`src/rtl/mole_game_ctrl_if.sv`:
```
// Player-side signal bundle of the mole game controller: start/buttons in, display and counters out.
// The player (master) drives start/btn; the controller (slave) drives everything else.
interface mole_game_ctrl_if;
    logic       start;
    logic [7:0] btn;
    logic [7:0] random_num;
    logic [7:0] mole_hit;
    logic [7:0] score;
    logic [7:0] misses;
    logic       busy;

    modport master (
        output start,
        output btn,
        input  random_num,
        input  mole_hit,
        input  score,
        input  misses,
        input  busy
    );

    modport slave (
        input  start,
        input  btn,
        output random_num,
        output mole_hit,
        output score,
        output misses,
        output busy
    );
endinterface

```
`src/rtl/mole_game_ctrl.sv`:
```
// Whack-a-mole round sequencer feeding the VGA square renderer: mole selection, timing, hits, score.
// Optional macro WRONG_PENALTY_EN: wrong-button rises in UP cost one point (saturating at 0).
module mole_game_ctrl #(
    parameter int unsigned TICK_DIV  = 100000,
    parameter int unsigned GAP_TICKS = 200,
    parameter int unsigned UP_TICKS  = 800,
    parameter int unsigned HIT_TICKS = 250,
    parameter int unsigned ROUNDS    = 30,
    parameter logic [7:0]  LFSR_SEED = 8'hA5
) (
    input  logic            CLK,
    input  logic            RST_BTN,
    mole_game_ctrl_if.slave game_io
);

    localparam int unsigned MaxTicks =
        (GAP_TICKS > UP_TICKS) ? ((GAP_TICKS > HIT_TICKS) ? GAP_TICKS : HIT_TICKS)
                               : ((UP_TICKS > HIT_TICKS) ? UP_TICKS : HIT_TICKS);
    localparam int unsigned PrescW = (TICK_DIV > 1) ? $clog2(TICK_DIV) : 1;
    localparam int unsigned TickW  = (MaxTicks > 1) ? $clog2(MaxTicks) : 1;
    localparam int unsigned RoundW = $clog2(ROUNDS + 1);

    localparam logic [PrescW-1:0] PrescLast = PrescW'(TICK_DIV - 1);
    localparam logic [TickW-1:0]  GapLast   = TickW'(GAP_TICKS - 1);
    localparam logic [TickW-1:0]  UpLast    = TickW'(UP_TICKS - 1);
    localparam logic [TickW-1:0]  HitLast   = TickW'(HIT_TICKS - 1);
    localparam logic [RoundW-1:0] RoundLast = RoundW'(ROUNDS - 1);

    typedef enum logic [1:0] {
        StIdle,
        StGap,
        StUp,
        StHit
    } state_e;

    state_e            state_q, state_d;
    logic [PrescW-1:0] presc_q, presc_d;
    logic [TickW-1:0]  tick_q, tick_d;
    logic [RoundW-1:0] round_q, round_d;
    logic [7:0]        lfsr_q, lfsr_d;
    logic              start_q;
    logic [7:0]        btn_q;
    logic [2:0]        idx_q, idx_d;
    logic              idx_valid_q, idx_valid_d;
    logic [7:0]        random_num_q, random_num_d;
    logic [7:0]        mole_hit_q, mole_hit_d;
    logic [7:0]        score_q, score_d;
    logic [7:0]        misses_q, misses_d;
    logic              busy_q, busy_d;

    logic              start_rise;
    logic [7:0]        btn_rise;
    logic              tick;
    logic [TickW-1:0]  tick_limit;
    logic              state_done;
    logic [2:0]        pick_raw;
    logic [2:0]        pick_idx;
    logic              hit_now;
    logic              wrong_now;
    logic              last_round;
    logic [RoundW-1:0] round_inc;
    logic [7:0]        score_inc;
    logic [7:0]        score_dec;
    logic [7:0]        misses_inc;

    assign start_rise = game_io.start & ~start_q;
    assign btn_rise   = game_io.btn & ~btn_q;

    // x^8+x^6+x^5+x^4+1; never locks up because the seed is nonzero and it never stops
    assign lfsr_d = {lfsr_q[6:0], lfsr_q[7] ^ lfsr_q[5] ^ lfsr_q[4] ^ lfsr_q[3]};

    assign tick = (presc_q == PrescLast);

    always_comb begin
        tick_limit = '0;
        unique case (state_q)
            StGap:   tick_limit = GapLast;
            StUp:    tick_limit = UpLast;
            StHit:   tick_limit = HitLast;
            default: tick_limit = '0;
        endcase
    end

    assign state_done = tick && (tick_q == tick_limit);

    // Avoid showing the same square twice in a row
    assign pick_raw = lfsr_q[2:0];
    assign pick_idx = (idx_valid_q && (pick_raw == idx_q)) ? pick_raw + 3'd1 : pick_raw;

    assign hit_now = btn_rise[idx_q];
`ifdef WRONG_PENALTY_EN
    assign wrong_now = |(btn_rise & ~random_num_q);
`else
    assign wrong_now = 1'b0;
`endif

    assign last_round = (round_q == RoundLast);
    assign round_inc  = round_q + RoundW'(1);
    assign score_inc  = (score_q == 8'hFF) ? score_q : score_q + 8'd1;
    assign score_dec  = (score_q == 8'h00) ? score_q : score_q - 8'd1;
    assign misses_inc = (misses_q == 8'hFF) ? misses_q : misses_q + 8'd1;

    always_comb begin
        state_d      = state_q;
        round_d      = round_q;
        idx_d        = idx_q;
        idx_valid_d  = idx_valid_q;
        random_num_d = random_num_q;
        mole_hit_d   = mole_hit_q;
        score_d      = score_q;
        misses_d     = misses_q;
        busy_d       = busy_q;

        unique case (state_q)
            StIdle: begin
                if (start_rise) begin
                    state_d     = StGap;
                    score_d     = 8'd0;
                    misses_d    = 8'd0;
                    round_d     = '0;
                    busy_d      = 1'b1;
                    idx_valid_d = 1'b0;
                end
            end
            StGap: begin
                if (state_done) begin
                    state_d      = StUp;
                    idx_d        = pick_idx;
                    idx_valid_d  = 1'b1;
                    random_num_d = 8'd1 << pick_idx;
                end
            end
            StUp: begin
                // A hit in the timeout cycle still counts as a hit
                if (hit_now) begin
                    state_d      = StHit;
                    random_num_d = 8'd0;
                    mole_hit_d   = 8'd1 << idx_q;
                end else if (state_done) begin
                    state_d      = last_round ? StIdle : StGap;
                    busy_d       = !last_round;
                    random_num_d = 8'd0;
                    misses_d     = misses_inc;
                    round_d      = round_inc;
                end
                if (hit_now && !wrong_now) begin
                    score_d = score_inc;
                end else if (wrong_now && !hit_now) begin
                    score_d = score_dec;
                end
            end
            StHit: begin
                if (state_done) begin
                    state_d    = last_round ? StIdle : StGap;
                    busy_d     = !last_round;
                    mole_hit_d = 8'd0;
                    round_d    = round_inc;
                end
            end
            default: state_d = StIdle;
        endcase
    end

    // Prescaler and tick counter restart on every state entry; idle keeps them parked at zero
    always_comb begin
        presc_d = '0;
        tick_d  = '0;
        if ((state_d == state_q) && (state_q != StIdle)) begin
            presc_d = tick ? '0 : presc_q + PrescW'(1);
            tick_d  = tick ? tick_q + TickW'(1) : tick_q;
        end
    end

    always_ff @(posedge CLK or negedge RST_BTN) begin
        if (!RST_BTN) begin
            state_q      <= StIdle;
            presc_q      <= '0;
            tick_q       <= '0;
            round_q      <= '0;
            lfsr_q       <= LFSR_SEED;
            start_q      <= 1'b0;
            btn_q        <= 8'd0;
            idx_q        <= 3'd0;
            idx_valid_q  <= 1'b0;
            random_num_q <= 8'd0;
            mole_hit_q   <= 8'd0;
            score_q      <= 8'd0;
            misses_q     <= 8'd0;
            busy_q       <= 1'b0;
        end else begin
            state_q      <= state_d;
            presc_q      <= presc_d;
            tick_q       <= tick_d;
            round_q      <= round_d;
            lfsr_q       <= lfsr_d;
            start_q      <= game_io.start;
            btn_q        <= game_io.btn;
            idx_q        <= idx_d;
            idx_valid_q  <= idx_valid_d;
            random_num_q <= random_num_d;
            mole_hit_q   <= mole_hit_d;
            score_q      <= score_d;
            misses_q     <= misses_d;
            busy_q       <= busy_d;
        end
    end

    assign game_io.random_num = random_num_q;
    assign game_io.mole_hit   = mole_hit_q;
    assign game_io.score      = score_q;
    assign game_io.misses     = misses_q;
    assign game_io.busy       = busy_q;

    a_mole_onehot0: assert property (@(posedge CLK) disable iff (!RST_BTN)
        $onehot0(random_num_q));
    a_hit_onehot0: assert property (@(posedge CLK) disable iff (!RST_BTN)
        $onehot0(mole_hit_q));
    a_no_overlap: assert property (@(posedge CLK) disable iff (!RST_BTN)
        (random_num_q & mole_hit_q) == 8'd0);

endmodule

```
`src/flat_wrapper.sv`:
```
// flat-port wrapper written by rule: the top's interface ports become plain ports
module mole_game_ctrl_flat 
#(
    parameter int unsigned TICK_DIV  = 100000,
    parameter int unsigned GAP_TICKS = 200,
    parameter int unsigned UP_TICKS  = 800,
    parameter int unsigned HIT_TICKS = 250,
    parameter int unsigned ROUNDS    = 30,
    parameter logic [7:0]  LFSR_SEED = 8'hA5
)
  (CLK, RST_BTN, game_io_start, game_io_btn, game_io_random_num, game_io_mole_hit, game_io_score, game_io_misses, game_io_busy);
  mole_game_ctrl_if game_io_i ();
  input  logic CLK;
  input  logic RST_BTN;
  input wire logic [$bits(game_io_i.start)-1:0] game_io_start;
  input wire logic [$bits(game_io_i.btn)-1:0] game_io_btn;
  output wire logic [$bits(game_io_i.random_num)-1:0] game_io_random_num;
  output wire logic [$bits(game_io_i.mole_hit)-1:0] game_io_mole_hit;
  output wire logic [$bits(game_io_i.score)-1:0] game_io_score;
  output wire logic [$bits(game_io_i.misses)-1:0] game_io_misses;
  output wire logic [$bits(game_io_i.busy)-1:0] game_io_busy;
  assign game_io_i.start = game_io_start;
  assign game_io_i.btn = game_io_btn;
  assign game_io_random_num = game_io_i.random_num;
  assign game_io_mole_hit = game_io_i.mole_hit;
  assign game_io_score = game_io_i.score;
  assign game_io_misses = game_io_i.misses;
  assign game_io_busy = game_io_i.busy;
  mole_game_ctrl #(.TICK_DIV(TICK_DIV), .GAP_TICKS(GAP_TICKS), .UP_TICKS(UP_TICKS), .HIT_TICKS(HIT_TICKS), .ROUNDS(ROUNDS), .LFSR_SEED(LFSR_SEED)) u_core (.CLK(CLK), .RST_BTN(RST_BTN), .game_io(game_io_i));
endmodule
```
`config.mk`:
```
export PLATFORM = sky130hd
export DESIGN_NAME = mole_game_ctrl_flat
export DESIGN_NICKNAME = d
export VERILOG_FILES = /design/src/rtl/mole_game_ctrl_if.sv /design/src/rtl/mole_game_ctrl.sv /design/src/flat_wrapper.sv
export SDC_FILE = /design/constraint.sdc
export NUM_CORES = 1
export LEC_CHECK = 0
export ABC_AREA = 0
export BUFFER_PORTS_ARGS = -buffer_cell sky130_fd_sc_hd__buf_2
export CORE_UTILIZATION = 35
export CTS_CLUSTER_DIAMETER = 120
export DETAILED_ROUTE_END_ITERATION = 8
export SYNTH_ARGS = -nofsm -noshare
export SYNTH_HDL_FRONTEND = slang
export SYNTH_SLANG_ARGS = --single-unit
```
`constraint.sdc`:
```
create_clock -name CLK -period 2.4 [get_ports CLK]
set_clock_uncertainty 0.1 [all_clocks]
set_input_delay 0.24 -clock CLK [delete_from_list [all_inputs] [get_ports CLK]]
set_output_delay 0.24 -clock CLK [all_outputs]
set_load 0.02 [all_outputs]
```
==> run metrics, run 1 <==
Max-Cap Viols 0; first drt pass iteration count 4; I/O Buffers 43; n_diodes 0; routed wire length per instance about 15 microns; kind of path behind the tightest hold check flip-flop to flip-flop; largest net degree at the start of global routing 43; worst hold start u_core.lfsr_q[6]; first-pass GRT wire length 18.2 mm; placed cell count between 600 and 700; R2R Path Start u_core.state_q[0]; Clock Pin Slew Worst Setup and Hold Paths 60 ps; hpwl dp 7.41 mm; DR vias/cell about 5.2; Critical Path Fanout Max 7; vias in the first global route roughly 3.8k; Final Wtd Congestion ~0.78; Pwr Density about 470 nW/um^2; number of flops mapped to enable cells by yosys 0; crit start category flip-flop; root buf cell clkbuf_16; total die area about 14000 sq um; RSZ-0062 raised after global routing yes; VDD IR-drop max between 400 and 500 uV; Antenna Nets Post-Route 0; sequential fraction of the synthesis area 0.479; Final #Nets slightly below 600; GRT overflow 0; final wirelength 11.4 mm; Clock Latency Late Sink about 350 ps; Clock Path Buffers 2; CTS tree built; Post-synth top flop dfrtp_1; total track usage 0.174; DRT iter0 DRCs roughly 210; chip width 117 microns; Netlist cell types slightly above 60; status finished, violations left; antenna violations before repair 0; fillers 1189; core footprint approximately 13000 sq um; Starting Density 0.362; Placement Rows 41; Synth Warn # 0; Worst EP arrival between 2000 and 3000 ps; Worst Path Required around 2500 ps; synthesized area 4610 sq um; Post-synth ARST share 1.00; final setup margin -161 ps; area grow syn2layout 38.1%; Max Clk Rate around 0.39 GHz; CTS Sinks ~90; Hold Fails Final Rpt 0; Synth Net Count approximately 470; failing checks setup timing; Lkg Pwr approximately 2.8 nW; crit path kind flip-flop to flip-flop; Slew HR 0.634; final setup TNS -4710 ps; fin crit period 2560 ps; Worst-Margin Slew 550 ps; number of placed I/O pins between 40 and 50; layout cell share with drive strength beyond 1 0.375; total number of vias ~3.9k; Non-Filler Instances ~750; Num CTS Buffers 9; final-report setup violation count 46; Max Slew Vio Count 0; flops & latches, synth approximately 90; final period utilization 1.07; Syn Area/Cell 10.3 sq um; synthesized instance count roughly 450; Die Y 117 microns; crit end category flip-flop; H-tree depth 3; CP Launch Point u_core.state_q[0]; drt drc 0
==> synth_stat cells (3+ instances only) <==
| cell type | number | area [sq um] |
|---|---|---|
| nor4_1 | 8 | 50.1 |
| nand2b_1 | 6 | 37.5 |
| xor2_1 | 18 | 158 |
| or3_1 | 5 | 31.3 |
| a21oi_1 | 15 | 75.1 |
| o211ai_1 | 5 | 37.5 |
| o22ai_1 | 3 | 18.8 |
| ha_1 | 11 | 138 |
| o21ai_0 | 20 | 100 |
| nor2_1 | 27 | 101 |
| dfstp_2 | 4 | 105 |
| and4_1 | 7 | 61.3 |
| and3_1 | 6 | 37.5 |
| nor3_1 | 27 | 135 |
| or4_1 | 5 | 37.5 |
| dfrtp_1 | 84 | 2100 |
| nand2_1 | 37 | 139 |
| clkbuf_1 | 10 | 37.5 |
| xnor2_1 | 18 | 158 |
| and2_1 | 5 | 31.3 |
| mux2_2 | 15 | 169 |
| o41ai_1 | 4 | 35.0 |
| buf_2 | 3 | 15.0 |
| buf_6 | 4 | 45.0 |
| inv_1 | 16 | 60.1 |
| o31ai_1 | 9 | 67.6 |
| mux2i_1 | 7 | 70.1 |
| nand3_1 | 18 | 90.1 |
| nand4_1 | 9 | 56.3 |
| buf_4 | 3 | 22.5 |
==> metrics by stage <==
step           hold slack, ps  power [mW]  utilization  instance area, sq um  setup WS, ps
2_1_floorplan            -156        1.53            -                  4680          -140
3_3_place_gp              164        1.58        0.427                  5430          -101
3_5_place_dp              172        1.58        0.427                  5430          -222
4_1_cts                   267        3.02        0.466                  5930         -80.8
5_1_grt                   269        3.09        0.500                  6370          -253
6_report                  264        2.98        0.500                  6370          -161
==> timing repair <==
action                                 4_1_cts  5_1_grt
cloned                                       1        3
hold buffers                                10        0
gates resized for setup                     12       64
setup endpoints to repair                   55       64
pin swaps                                    2       20
endpoints found under the hold margin       48        0
buffers inserted                             7       14
==> final timing paths <==
check / depth (start not counted) / slack [ps] / to
max in group asynchronous: 3 / 1170 / u_core.lfsr_q[0]
min in group asynchronous: 2 / 320 / u_core.game_io.score[2]
max: 12 / -160 / u_core.presc_q[15]
min: 0 / 260 / u_core.lfsr_q[7]
min reg2reg: 0 / 260 / u_core.lfsr_q[7]
max reg2reg: 12 / -160 / u_core.presc_q[15]
==> cells in the final DEF, fill, tap and decap left out, drive strengths merged, types with 3 or more instances in the layout <==
master / n
buf: 121
dfrtp: 84
nand2: 37
nor2: 28
nor3: 27
o21ai: 21
xnor2: 18
xor2: 18
nand3: 18
a21oi: 17
inv: 16
mux2: 15
clkbuf: 14
ha: 11
dlygate4sd3: 10
nor4: 10
nand4: 9
o31ai: 9
mux2i: 8
and4: 7
and2: 6
and3: 6
nand2b: 6
or3: 6
o211ai: 5
or4: 5
dfstp: 4
o41ai: 4
o22ai: 3
clkinv: 3
nor4b: 3
==> metal layers <==
metal,vias to the layer above,part of all wire,track usage
met5,-,0,0
met4,0,0.014,0.0557
met3,7,0.035,0.0463
met2,70,0.50,0.293
met1,1947,0.45,0.218
li1,1864,-,-
==> registers in the layout, summed over array words and instances, names as in the netlist <==
| signal | flops |
|---|---|
| u_core.game_io.busy | 1 |
| u_core.btn_q | 8 |
| u_core.start_q | 1 |
| u_core.idx_valid_q | 1 |
| u_core.idx_q | 3 |
| u_core.game_io.misses | 8 |
| u_core.presc_q | 17 |
| u_core.game_io.score | 8 |
| u_core.round_q | 5 |
| u_core.state_q | 2 |
| u_core.lfsr_q | 8 |
| u_core.tick_q | 10 |
| u_core.game_io.random_num | 8 |
| u_core.game_io.mole_hit | 8 |
==> final cells by class <==
type                            instances  area [sq um]  share of cell area
Clock buffer                           11           243              0.0381
Clock inverter                          5          56.3             0.00884
Inverter                               16          60.1             0.00943
Multi-Input combinational cell        322          2540               0.400
Sequential cell                        88          2210               0.347
Tap cell                              172           215              0.0338
Timing Repair Buffer                  134          1040               0.163
==> critical path, stage by stage (launching register included) <==
cell	delay [ps]
dfrtp_1	390
inv_2	90
ha_4	290
and3_4	170
o22ai_2	70
nor4b_4	310
buf_6	170
buf_8	120
nor2_2	50
o32ai_4	310
buf_6	160
clkbuf_16	140
nor4_2	50
==> cell families after synthesis <==
kind of cell,synth area share
AOI/OAI and AO/OA,0.113
xor gates and xnor gates,0.0684
adders and majority gates,0.0299
buffers and inverters,0.0399
DFF,0.479
muxes,0.0567
and+or+nand+nor,0.214
==> report_power, final <==
group	internal (mW)	switching, mW	total, mW
sequential	1.49	0.00293	1.49
combinational	0.0271	0.0406	0.0678
clock	0.833	0.588	1.42
total	2.35	0.632	2.98
Note: power is estimated with default switching activity, not from simulation.
==> run 2, diff against run 1 <==
==> constraint.sdc (replaced) <==
create_clock -name CLK -period 2.3 [get_ports CLK]
set_clock_uncertainty 0.1 [all_clocks]
set_input_delay 0.23 -clock CLK [delete_from_list [all_inputs] [get_ports CLK]]
set_output_delay 0.23 -clock CLK [all_outputs]
set_load 0.02 [all_outputs]
==> run 2 against run 1 <==
Net effect: the run still ends with setup timing left; hold slack better by 9.6 ps; final area hardly changed; sequential share of layout area hardly changed; die area stayed put; first-iteration DRC count stayed put; critical path depth is 4 lower; clock-buffer cell count is 1 higher; highest routed layer unchanged.
==> run metrics, run 2 (synthesis gave the netlist of run 1 again) <==
GR Layer Usage met2 0.292 (-0.00197); Worst EP arrival 2640 ps (-50 ps); DRT iter0 DRCs 208 (unchanged); area grow syn2layout 38.2% (about the same); met1 Resource Use GR 0.219 (+0.000647); n_diodes 0 (unchanged); Slew HR 0.650 (+0.0168); crit start category flip-flop; commonest non-fill, non-tap cell in the layout dfrtp_1; Antenna Nets Post-Route 0 (unchanged); layout cell share with drive strength beyond 1 0.398 (+0.0233); number of placed I/O pins 44 (unchanged); Hold Fails Final Rpt 0 (unchanged); Pwr Density 467 nW/um^2 (-0.30%); Starting Density 0.362 (unchanged); drt drc 0 (unchanged); chip width 117 microns (unchanged); final period utilization 1.09 (+0.0257); Num CTS Buffers 9 (unchanged); WP buf/inv 2 (-3); CTS tree built; Clock Pin Slew Worst Setup and Hold Paths 60 ps (about the same); status finished, violations left; Worst Path Required 2430 ps (-100 ps); Clock Path Buffers 2 (unchanged); GRT overflow 0 (unchanged); H-tree depth 3 (unchanged); total die area 13600 sq um (unchanged); Register Area 2210 sq um (unchanged); grt peak-use layer met2; final-report setup violation count 59 (+28%); worst hold slack 274 ps (+9.62 ps); Clock Latency Late Sink 340 ps (about the same); final core occ 0.501 (about the same); Multi-input gate area 2590 sq um (+1.9%); first drt pass iteration count 4 (unchanged); largest net degree at the start of global routing 36 (-16%); fillers 1194 (+0.42%); kind of path behind the tightest hold check flip-flop to flip-flop; total number of vias 3847 (-1.1%); vias in the first global route 3935 (+4.1%); crit end category flip-flop; placed cell count 697 (-0.29%); Worst-Margin Slew 522 ps (-27.2 ps); DR vias/cell 5.15 (-0.92%); VDD IR-drop max 333 uV (-18%); failing checks setup timing; Critical Path Fanout Max 27 (+20); Non-Filler Instances 747 (-0.13%); Pwr Total 2.98 mW (-0.24%); final setup margin -213 ps (-52.3 ps); fin crit period 2510 ps (-47.7 ps); top cell family by delay on the critical path compound AO/OA/AOI/OAI gates; RSZ-0062 raised after global routing yes; antenna violations before repair 0 (unchanged); met3 Track Usage GR 0.0299 (-0.0165); CTS Sinks 88 (unchanged); Die Y 117 microns (unchanged); Max-Cap Viols 0 (unchanged); Max Clk Rate 0.398 GHz (+1.9%); core footprint 12700 sq um (unchanged); biggest regs u_core.presc_q x17, u_core.tick_q x10; Final #Nets 592 (-0.17%); Placement Rows 41 (unchanged); Final Wtd Congestion 0.767 (-1.1%); final wirelength 11.0 mm (-3.6%); total track usage 0.172 (-0.00206); I/O Buffers 43 (unchanged); CP max stage delay 420 ps (+30 ps); Lkg Pwr 2.84 nW (-0.27%); Max Slew Vio Count 0 (unchanged); most frequent cells in the layout 81 x dfrtp_1, 63 x buf_4, 42 x buf_2, 34 x nand2_1, 26 x nor2_1; root buf cell clkbuf_16; worst-path cell chain buf_4, nor4bb_1, or3_4, o221a_4, a311oi_4, mux2i_4, buf_12, nor3_1; Biggest register u_core.presc_q; routed wire length per instance 14.7 microns (-3.5%); Slowest-stage cell, CP dfrtp_2; final setup TNS -8050 ps (-3340 ps); first-pass GRT wire length 18.3 mm (+0.50%); max reg flops 17 (unchanged); hpwl dp 7.40 mm (-0.18%); crit path kind flip-flop to flip-flop
[run 2: final timing paths]
path,endpoint,slack (ps),cells past startpoint,start
worst max-delay path,u_core.presc_q[13],-210,8,u_core.idx_q[0]
worst min-delay path,u_core.lfsr_q[7],270,0,u_core.lfsr_q[6]
worst max register to register,u_core.presc_q[13],-210,8,u_core.idx_q[0]
worst min register to register,u_core.lfsr_q[7],270,0,u_core.lfsr_q[6]
max in group asynchronous,u_core.lfsr_q[0],1130,3,RST_BTN
min in group asynchronous,u_core.btn_q[7],280,2,RST_BTN
[run 2: area by class of cell]
cell class / instances / area share
multi-input cells: 322 / 0.407
flip-flops and latches: 88 / 0.347
repair buffers: 133 / 0.160
clock buffers: 12 / 0.0387
well taps: 172 / 0.0338
inverters: 16 / 0.00943
clock inverters: 4 / 0.00353
[run 2: repair_timing]
item / CTS / global route
gates cloned: 1 / 1
hold buffers: 10 / 0
setup buffers: 17 / 7
setup endpoints to repair: 65 / 69
pin swaps: 15 / 18
hold endpoints to repair: 42 / 0
resized for setup: 36 / 54
[run 2: report_power, final]
group	internal, mW	switching [mW]	total (mW)
Combinational	0.0304	0.0442	0.0745
Clock	0.756	0.586	1.34
Sequential	1.56	0.00289	1.56
Total	2.34	0.633	2.98
[run 2: worst register-to-register path, stage by stage (launching register included)]
cell and delay, ps:
dfrtp_2 420, buf_4 150, nor4bb_1 130, or3_4 370, o221a_4 290, a311oi_4 350
mux2i_4 310, buf_12 200, nor3_1 90
[run 2: per-layer routing]
| layer | share of wire | routed length (microns) |
|---|---|---|
| met5 | 0 | 0 |
| met3 | 0.027 | 298 |
| met2 | 0.49 | 5400 |
| met1 | 0.46 | 5060 |
| met4 | 0.018 | 193 |
[run 2: stage by stage]
step | instance area, sq um | setup slack (ps)
floorplan | 4680 | -240
global placement | 5430 | -202
detailed placement | 5430 | -308
CTS | 6090 | -212
global route | 6370 | -296
finish | 6370 | -213
==> run 3, diff against run 2 <==
--- a/config.mk
+++ b/config.mk
@@ -7,7 +7,8 @@
 export LEC_CHECK = 0
 export ABC_AREA = 0
 export BUFFER_PORTS_ARGS = -buffer_cell sky130_fd_sc_hd__buf_2
-export CORE_UTILIZATION = 35
+export CORE_MARGIN = 2
+export CORE_UTILIZATION = 34
 export CTS_CLUSTER_DIAMETER = 120
 export DETAILED_ROUTE_END_ITERATION = 8
 export SYNTH_ARGS = -nofsm -noshare
==> run 3 against run 2 <==
Net effect: final cell count grew 0.13%; sequential cell count did not move; routed wire length shrank 1.3%; global-route usage shrank 1.4 points; via count decreased by 1.5%; the run still ends with setup timing left; critical endpoint is now u_core.presc_q[9]; combinational power is 3.6% lower; clock power rose by 17%; first-iteration DRC count up 61%; hold slack improved by 13 ps; critical path type unchanged; maximum frequency is 1.1% higher.
==> run metrics, run 3 (synthesis gave the netlist of run 1 again) <==
Placement Rows 42 (+2.4%); n_diodes 0 (unchanged); CTS Sinks 88 (unchanged); Final Wtd Congestion 0.772 (+0.65%); DR vias/cell 5.07 (-1.6%); largest net degree at the start of global routing 52 (+44%); Worst EP arrival 2600 ps (-40 ps); Num CTS Buffers 9 (unchanged); setup slack, reg-to-reg -190 ps (+30 ps); VDD IR-drop max 314 uV (-5.5%); final period utilization 1.08 (-0.0123); antenna violations before repair 0 (unchanged); kind of path behind the tightest hold check flip-flop to flip-flop; Max-Cap Viols 0 (unchanged); final setup TNS -8020 ps (+27.7 ps); final-report setup violation count 62 (+5.1%); total die area 14500 sq um (+6.4%); crit end category flip-flop; Die Y 120 microns (+3.1%); Hold Path Stages 0 (unchanged); first-pass GRT wire length 18.8 mm (+2.6%); Worst Path Required 2410 ps (-20 ps); Clock Latency Late Sink 340 ps (about the same); worst hold start u_core.lfsr_q[6]; Clock Pin Slew Worst Setup and Hold Paths 60 ps (about the same); cell depth of the worst flop-to-flop path 10 (+2); Final #Nets 589 (-0.51%); drt drc 0 (unchanged); total number of vias 3791 (-1.5%); H-tree depth 3 (unchanged); final setup margin -185 ps (+28.4 ps); RSZ-0062 raised after global routing yes; vias in the first global route 3874 (-1.6%); total track usage 0.159 (-0.0135); crit start category flip-flop; crit path kind flip-flop to flip-flop; GRT overflow 0 (unchanged); Max Clk Rate 0.402 GHz (+1.1%); I/O Buffers 43 (unchanged); Biggest register u_core.presc_q; hpwl dp 7.22 mm (-2.4%); Pwr Density 519 nW/um^2 (+11%); DRT iter0 DRCs 335 (+61%); final wirelength 10.8 mm (-1.3%); fin crit period 2490 ps (-28.4 ps); Pwr Total 3.20 mW (+7.6%); Worst-Margin Slew 656 ps (+133 ps); root buf cell clkbuf_16; max reg flops 17 (unchanged); status finished, violations left; Lkg Pwr 2.77 nW (-2.2%); routed wire length per instance 14.5 microns (-1.5%); number of placed I/O pins 44 (unchanged); R2R Path End u_core.presc_q[9]; area grow syn2layout 33.9%; chip width 120 microns (+3.1%); Slew HR 0.563 (-0.0875); Starting Density 0.348 (-0.0142); placed cell count 703 (+0.86%); Non-Filler Instances 748 (+0.13%); most frequent cells in the layout 81 x dfrtp_1, 69 x buf_4, 42 x buf_2, 35 x nand2_1, 26 x nor2_1; fillers 1238 (+3.7%); R2R Path Start u_core.state_q[0]; biggest regs u_core.presc_q x17, u_core.tick_q x10; DP Worst Slack -302 ps (+5.80 ps); Antenna Nets Post-Route 0 (unchanged); commonest non-fill, non-tap cell in the layout dfrtp_1; CTS tree built; first drt pass iteration count 4 (unchanged); layout cell share with drive strength beyond 1 0.344 (-0.0539); Clock Path Buffers 2 (unchanged); hold endpoint u_core.lfsr_q[7]; core footprint 13200 sq um (+4.1%); Critical Path Fanout Max 27 (unchanged); failing checks setup timing; Hold Fails Final Rpt 0 (unchanged); Max Slew Vio Count 0 (unchanged)
run 3: cell count changes in the layout (fill, tap and decap cells not counted), sizes merged:
cell      previous run  this run
a21oi               17        16
buf                122       121
bufinv               0         2
clkbuf              13        11
clkinv               3         1
clkinvlp             1         2
run 3: through the flow:
| step | utilization | cell area, sq um | hold slack [ps] |
|---|---|---|---|
| final | 0.466 | 6170 | 286 |
| after global routing | 0.466 | 6170 | 297 |
| after CTS | 0.458 | 6060 | 277 |
| after detailed placement | 0.410 | 5430 | 204 |
| after global placement | 0.410 | 5430 | 197 |
| after floorplan | - | 4680 | -166 |
run 3: layer usage:
metal | share of wire | GRT usage | up-vias
li1 | - | - | 1864
met1 | 0.49 | 0.218 | 1864
met4 | 0.015 | 0.0501 | 0
met3 | 0.025 | 0.0288 | 14
met2 | 0.47 | 0.255 | 49
met5 | 0 | 0 | -
run 3: report_power, final:
group          switching, mW  internal [mW]  total [mW]
combinational         0.0439         0.0279      0.0718
sequential           0.00270           1.56        1.56
clock                  0.593          0.979        1.57
run 3: what timing repair did:
action | 4_1_cts | 5_1_grt
pin swaps | 7 | 5
hold buffers | 10 | 0
endpoints found under the setup margin | 60 | 69
resized for setup | 25 | 23
endpoints found under the hold margin | 53 | 0
setup buffers | 14 | 6
run 3: layout make-up:
type	count	area, sq um	share of cell area
clock buffer	11	243	0.0393
clock inverter	5	80.1	0.0130
inverter	16	60.1	0.00973
multi-input combinational	321	2410	0.390
sequential	88	2210	0.358
tap	176	220	0.0357
timing repair buffer	131	951	0.154
run 3: how the worst max path moves through the flow:
| stage | end | slack [ps] | startpoint |
|---|---|---|---|
| CTS | u_core.presc_q[10] | -190 | u_core.state_q[1] |
| finish | u_core.presc_q[9] | -190 | u_core.state_q[0] |
| detailed placement | u_core.game_io.misses[4] | -300 | u_core.state_q[0] |
| floorplan | u_core.presc_q[15] | -240 | u_core.state_q[0] |
| global placement | u_core.presc_q[1] | -180 | u_core.idx_q[0] |
| global route | u_core.game_io.misses[6] | -340 | u_core.state_q[0] |
run 3: critical path: stages, from the launching register on:
cell      delay, ps
dfrtp_1         420
inv_2           130
ha_4            170
and3_1          160
o211ai_1        140
nor4b_4         420
buf_6           210
nor2_2           60
o32ai_4         250
buf_12          220
nor4_1           70
